### config.mk
export PLATFORM = sky130hd
export DESIGN_NAME = digital_input_conditioner
export DESIGN_NICKNAME = d
export VERILOG_FILES = /design/src/rtl/digital_input_conditioner.sv
export SDC_FILE = /design/constraint.sdc
export NUM_CORES = 1
export LEC_CHECK = 0
export CAP_MARGIN = 30
export CORE_MARGIN = 10
export CORE_UTILIZATION = 53
export DETAILED_ROUTE_END_ITERATION = 10
export HOLD_SLACK_MARGIN = 0.05
export PLACE_DENSITY_LB_ADDON = 0.05
export RECOVER_POWER = 50
export SETUP_SLACK_MARGIN = 0.3
export SLEW_MARGIN = 40
export SYNTH_ARGS = -nofsm -noshare
export SYNTH_HDL_FRONTEND = slang
export SYNTH_SLANG_ARGS = --single-unit
### constraint.sdc
create_clock -name clk_in -period 4.1 [get_ports clk_in]
set_clock_uncertainty 0.05 [all_clocks]
set_input_delay 0.82 -clock clk_in [delete_from_list [all_inputs] [get_ports clk_in]]
set_output_delay 0.82 -clock clk_in [all_outputs]
set_load 0.005 [all_outputs]
### src/rtl/digital_input_conditioner.sv
// Input conditioner for one raw external pin. It synchronizes the pin, applies optional
// inversion, and qualifies edges with a programmable glitch filter. It outputs the clean
// level, edge strobes, a committed-rise counter and a rejected-glitch counter.
module digital_input_conditioner #(
  parameter int unsigned SYNC_STAGES  = 2,
  parameter int unsigned FILTER_WIDTH = 16
) (
  input  logic                    clk_in,
  input  logic                    rst_in,
  input  logic                    signal_in,
  input  logic                    invert_in,
  input  logic [FILTER_WIDTH-1:0] filter_len_in,
  input  logic                    count_clear_in,
  output logic                    signal_out,
  output logic                    rise_out,
  output logic                    fall_out,
  output logic [31:0]             edge_count_out,
  output logic [15:0]             glitch_count_out
);

  typedef enum logic [1:0] {
    StStableLow,
    StQualHigh,
    StStableHigh,
    StQualLow
  } state_e;

  state_e                  state_q, state_d;
  logic [SYNC_STAGES-1:0]  sync_q, sync_d;
  logic [FILTER_WIDTH-1:0] cnt_q, cnt_d;
  logic                    signal_q, signal_d;
  logic                    rise_q, rise_d;
  logic                    fall_q, fall_d;
  logic [31:0]             edge_count_q, edge_count_d;
  logic [15:0]             glitch_count_q, glitch_count_d;

  logic                    s;
  logic                    bypass;
  logic                    qualified;
  logic                    glitch_evt;
  logic [FILTER_WIDTH-1:0] cnt_inc;

  // Synchronizer shift, filtered-level selection and the saturating qualification step
  always_comb begin
    sync_d    = {sync_q[SYNC_STAGES-2:0], signal_in};
    s         = sync_q[SYNC_STAGES-1] ^ invert_in;
    bypass    = (filter_len_in == '0);
    // filter_len_in is compared live, so a lowered length commits on the next edge
    qualified = (cnt_q >= filter_len_in);
    cnt_inc   = (cnt_q == '1) ? cnt_q : cnt_q + FILTER_WIDTH'(1);
  end

  // State register: synchronizer, FSM, qualification counter, outputs and counters
  always_ff @(posedge clk_in or posedge rst_in) begin
    if (rst_in) begin
      sync_q         <= '0;
      state_q        <= StStableLow;
      cnt_q          <= '0;
      signal_q       <= 1'b0;
      rise_q         <= 1'b0;
      fall_q         <= 1'b0;
      edge_count_q   <= '0;
      glitch_count_q <= '0;
    end else begin
      sync_q         <= sync_d;
      state_q        <= state_d;
      cnt_q          <= cnt_d;
      signal_q       <= signal_d;
      rise_q         <= rise_d;
      fall_q         <= fall_d;
      edge_count_q   <= edge_count_d;
      glitch_count_q <= glitch_count_d;
    end
  end

  // Next-state logic: qualify an excursion, or track s directly when the filter is bypassed
  always_comb begin
    state_d = state_q;
    cnt_d   = cnt_q;
    if (bypass) begin
      state_d = s ? StStableHigh : StStableLow;
      cnt_d   = '0;
    end else begin
      case (state_q)
        StStableLow: begin
          if (s) begin
            state_d = StQualHigh;
            cnt_d   = FILTER_WIDTH'(1);
          end else begin
            cnt_d = '0;
          end
        end
        StQualHigh: begin
          if (!s) begin
            state_d = StStableLow;
            cnt_d   = '0;
          end else if (qualified) begin
            state_d = StStableHigh;
            cnt_d   = '0;
          end else begin
            cnt_d = cnt_inc;
          end
        end
        StStableHigh: begin
          if (!s) begin
            state_d = StQualLow;
            cnt_d   = FILTER_WIDTH'(1);
          end else begin
            cnt_d = '0;
          end
        end
        StQualLow: begin
          if (s) begin
            state_d = StStableHigh;
            cnt_d   = '0;
          end else if (qualified) begin
            state_d = StStableLow;
            cnt_d   = '0;
          end else begin
            cnt_d = cnt_inc;
          end
        end
        default: begin
          state_d = StStableLow;
          cnt_d   = '0;
        end
      endcase
    end
  end

  // Output logic: level commit, one-cycle strobes and glitch events
  always_comb begin
    signal_d   = signal_q;
    rise_d     = 1'b0;
    fall_d     = 1'b0;
    glitch_evt = 1'b0;
    if (bypass) begin
      signal_d = s;
      rise_d   = s & ~signal_q;
      fall_d   = ~s & signal_q;
    end else begin
      case (state_q)
        StQualHigh: begin
          if (!s) begin
            glitch_evt = 1'b1;
          end else if (qualified) begin
            signal_d = 1'b1;
            rise_d   = 1'b1;
          end
        end
        StQualLow: begin
          if (s) begin
            glitch_evt = 1'b1;
          end else if (qualified) begin
            signal_d = 1'b0;
            fall_d   = 1'b1;
          end
        end
        default: ;
      endcase
    end
  end

  // Event counters; a clear coinciding with an event leaves the count at 1
  always_comb begin
    if (count_clear_in) begin
      edge_count_d = 32'(rise_d);
    end else begin
      edge_count_d = edge_count_q + 32'(rise_d);
    end

    if (count_clear_in) begin
      glitch_count_d = 16'(glitch_evt);
    end else if (glitch_evt && (glitch_count_q != 16'hFFFF)) begin
      glitch_count_d = glitch_count_q + 16'd1;
    end else begin
      glitch_count_d = glitch_count_q;
    end
  end

  assign signal_out       = signal_q;
  assign rise_out         = rise_q;
  assign fall_out         = fall_q;
  assign edge_count_out   = edge_count_q;
  assign glitch_count_out = glitch_count_q;

endmodule

[After elaboration in Yosys (flattened, before gate mapping)]
Index checks and enable logic that the tools add are counted.
Storage, ports and cells
  logic and storage cells: 74
  flip-flop bits (word level): 71
  input bits: 21
Operators by class
  order comparisons: 1
  add/subtract/negate cells: 3
  multiplexer cells: 37
  reductions and logical operators: 7
  bitwise logic cells: 5
  equality and inequality tests: 13
Operators by type and width (number)
  $mux 16: 7
  $pmux 16 s4: 1
  $add 16x1->16 const B: 2
  $add 32x1->32: 1
  $mux 32: 1
  $ne 3x3->1 const B: 6
  $mux 1: 17
  $eq 16x16->1 const B: 1
  $ge 16x16->1: 1
  $logic_not 16->1: 1
  $mux 2: 8
  $ne 16x16->1 const B: 1
  $ne 4x4->1 const B: 2
  $pmux 2 s4: 1
  $reduce_and 5->1: 1
  $eq 2x2->1 const B: 2
  $pmux 1 s2: 2
  $reduce_and 4->1: 1
  $reduce_bool 3->1: 1
  $and 1x1->1: 2
  $eq 2x1->1 const B: 1
  $logic_not 2->1: 1
  $not 1->1: 2
  $reduce_bool 2->1: 1
  2 further kinds: 2

[Depth between registers and ports, before layout]
  depth in word-level cells: 7
  depth in mapped cells: 15
  depth with buffers taken out: 15

[Worst setup path after synthesis]
OpenSTA, ideal clock, no wires.
  kind: input to register
  start: input filter_len_in[13]
  end: register edge_count_q[24], in the netlist edge_count_out[24]
  arrival time: 3.441 ns
  cell stages on the path: 15
  slack: 0.531 ns
  path buffers: 0
  cells stage by stage: inv_1 ha_1 and4_1 nand3_1 o21ai_0 nand4b_1 a21oi_1 nor2_1 ha_1 nand2_1 or3_4 nor4_1 nand2_1 or2_0 a21oi_1
Between the ends
  word-level cells in the longest chain between the ends: 7
  elaborated cells between the ends (all ways): 8
  those cells by class: add/sub: 1; order compare: 1; mux: 5; reduce/logical: 1
RTL lines
  start, declared: RTL line 12  | input logic [FILTER_WIDTH-1:0] filter_len_in,
  $ge 16x16->1: RTL line 49  | qualified = (cnt_q >= filter_len_in);
  $mux 1: RTL line 146  | end else if (qualified) begin
  $mux 1: RTL line 144  | if (!s) begin
  $mux 1: RTL line 142  | case (state_q)
  $mux 1 (*): RTL line 137  | if (bypass) begin
  via rise_d: RTL line 32  | logic rise_q, rise_d;
  $add 32x1->32 (*): RTL line 169  | edge_count_d = edge_count_q + 32'(rise_d);
  $mux 32 (*): RTL line 166  | if (count_clear_in) begin
  via edge_count_d[24]: RTL line 34  | logic [31:0] edge_count_q, edge_count_d;
  end signal, assigned: RTL line 71  | edge_count_q <= edge_count_d;
  end, declared: RTL line 34
The timed path passes the listed nets; every way through them passes the cells marked *.
A chain may end at the register's enable or synchronous reset.

[Final worst setup path]
  start: input filter_len_in[11]
  end: register edge_count_q[24], in the netlist edge_count_out[24]
The elaborated chain is that of the path after synthesis.

==> metrics <==
cell taking the most area after synthesis=dfrtp_1; initial core utilization=54.4%; Hold Crit Class=reg -> reg; Synthesized Nets=approximately 460; area of the multi-input gates=2150 um2; core area=7250 um2; DR vias/cell=5.39; Area contributors post-synth=dfrtp_1 45%, nor2_1 7.1%, ha_1 6.3%; top cells by count, synth=75 x nor2_1, 71 x dfrtp_1, 28 x xnor2_1, 26 x nand3_1, 26 x xor2_1; FMAX=273 MHz; CTS Buffer Depth=2; die height=approximately 110 um; Antenna Cells=0; Setup violations, final=0; CP Max Fanout=4; worst skew pair latency=0.34 ns; kind of critical path=in -> reg; CP cell instances=clkdlybuf4s50_1, inv_2, ha_4, and4_1, nand4b_1, nand4b_1, a21oi_2, nor2_2, ha_2, nand2_2, or3_4, nor4_4, nand2_1, or2_1, a21oi_2; post-route ant nets=0; die width=106 um; Netlist Area Pre-Place=~3900 um2; die area=11300 um2; P_leak=0.00245 uW; Placer Congestion=0.791; H-tree depth=3; worst-margin pin slew=2.45 ns; min Tclk post-route=3.67 ns; CP peak stage delay=0.49 ns; area grow syn2layout=33.5%; TritonCTS buffer count=9; status=complete, but fails checks; Top Ports=~70; Power Dens Cells=277 nW/um2; routed len/inst=~15 um; CTS tree=yes; drt first pass iters=5; All-Layer GR Usage=16.6%; remaining global-route overflow=0; Reg clk slew, reported paths=0.08 ns; storage element area=1780 um2; CTS Sinks=71; port bufs=just over 70; NetSw=roughly 340 uW; Clk pwr share=43.2%; CP max-delay cell=clkdlybuf4s50_1; Seq pwr share=about 49%; final core occ=between 70% and 80%; Nets=551; Sw Ratio=23.3%; Design Area, Final=5270 um2; Root Buffer Master=clkbuf_8; post-synthesis async set-or-reset flop share=100%; HPWL after DPL=between 6 and 7 mm; Fillers=581; vias in the first global route=3347; pre-CTS WS=-0.223 ns; largest net degree at the start of global routing=48; most frequent cell after synthesis=nor2_1; Vias=3309; initial antenna violation count=0; ys flop type=dfrtp_1; crit share post-route=89.5%; CP arrival=3.90 ns; Int Power=1120 uW; Sum Neg Setup Slack=0 ns; row cnt=31; Comb pwr share=7.4%; sequential fraction of the synthesis area=45.1%; initial drt markers=134; crit path capture type=flip-flop; maxcap violations=1; DRC=0; Post-synth EDFFs=0; first-pass GRT wire length=15.7 mm; Area after DPL=4850 um2; RSZ-0062 raised after global routing=no; setup ws final=0.431 ns; post-synth cell types=47; startpoint class of the critical path=input port; Peak supply drop=between 0.00015 and 0.0002 V; fin. max-slew vios=between 40 and 50; Slew HR=-63.1%; post-synthesis register bit count=71; Synth top area share=45.1%; total wire length=9.26 mm; failing checks=max-capacitance violations, max-slew violations; CP required=~4.3 ns; Pwr Total=1460 uW; syn_area_per_cell=9.52 um2; final hold violation count=0; Cells after Synth=414; share of layout cells above drive strength 1=12.6%; number of synthesis warnings=0
## layout by cell type (no fill, tap or decap), drive strengths merged, types with 16 or more instances in the layout
cell type,Yosys,final
buf,3,20
nor4,16,16
dfrtp,71,71
ha,20,20
dlygate4sd3,0,25
inv,24,25
nand3,28,28
nor2,75,75
clkdlybuf4s50,0,33
nand2,23,23
nand4,18,18
xnor2,29,29
xor2,26,26
## through the flow
step	instances	hold WS (ns)
after CTS	610	0.309
after global routing	614	0.323
final	614	0.305
after detailed placement	591	0.291
after floorplan	414	0.281
after global placement	591	0.283
## layer usage
layer | routed length [um] | track usage (%) | vias up
met3 | 592 | 6.22 | 15
met4 | 115 | 4.74 | 0
met1 | 3910 | 19.7 | 1599
li1 | - | - | 1637
met2 | 4650 | 27.5 | 58
met5 | 0 | 0 | -
## repair_timing
item	4_1_cts	5_1_grt
hold endpoints to repair	0	0
hold buffers	0	0
setup endpoints to repair	12	17
buffers inserted	3	4
pin swaps	5	15
gates resized for setup	6	32
## area by class of cell
cell class | count | share of cell area, %
timing repair buffer | 93 | 17.1
tap | 99 | 2.35
multi-input combinational | 311 | 40.9
clock buffer | 12 | 2.76
inverter | 24 | 1.71
clock inverter | 4 | 1.47
sequential | 71 | 33.7
## critical path: cells and delay by family
kind | cells | cell delay (ns)
and+or+nand+nor | 9 | 1.81
AOI/OAI and AO/OA | 2 | 0.24
adders and majority gates | 2 | 0.47
buffers and inverters | 2 | 0.55
## flip-flops by register name, summed over array words and instances, names as in the netlist, named ones only
register and count:
state_q 1, rise_out 1, sync_q 2, cnt_q 16
fall_out 1, signal_out 1, edge_count_out 32, glitch_count_out 16
## power by group through the flow
stage	sequential, uW	clock (uW)	combinational, uW
after floorplan	730	0	63.0
after global placement	732	0	106
after detailed placement	732	0	108
after CTS	718	639	110
after global routing	720	676	124
final	719	630	108
## final timing paths
| path | to | depth (start not counted) | startpoint | slack (ns) |
|---|---|---|---|---|
| max | edge_count_out[24] | 15 | filter_len_in[11] | 0.43 |
| min | sync_q[1] | 0 | sync_q[0] | 0.31 |
| max reg2reg | edge_count_out[24] | 14 | cnt_q[14] | 0.74 |
| min reg2reg | sync_q[1] | 0 | sync_q[0] | 0.31 |
| max in group asynchronous | glitch_count_out[3] | 3 | rst_in | 0.81 |
| min in group asynchronous | edge_count_out[18] | 3 | rst_in | 1.29 |
## cell families after synthesis
logic type	after synthesis	share of synthesized area, %
compound gates	35	5.36
xor+xnor	55	12.4
fa+ha+maj	20	6.35
buf+inv	32	3.30
flops	71	45.1
mux	4	1.05
simple gates	197	26.5
Note: power is estimated with default switching activity, not from simulation.
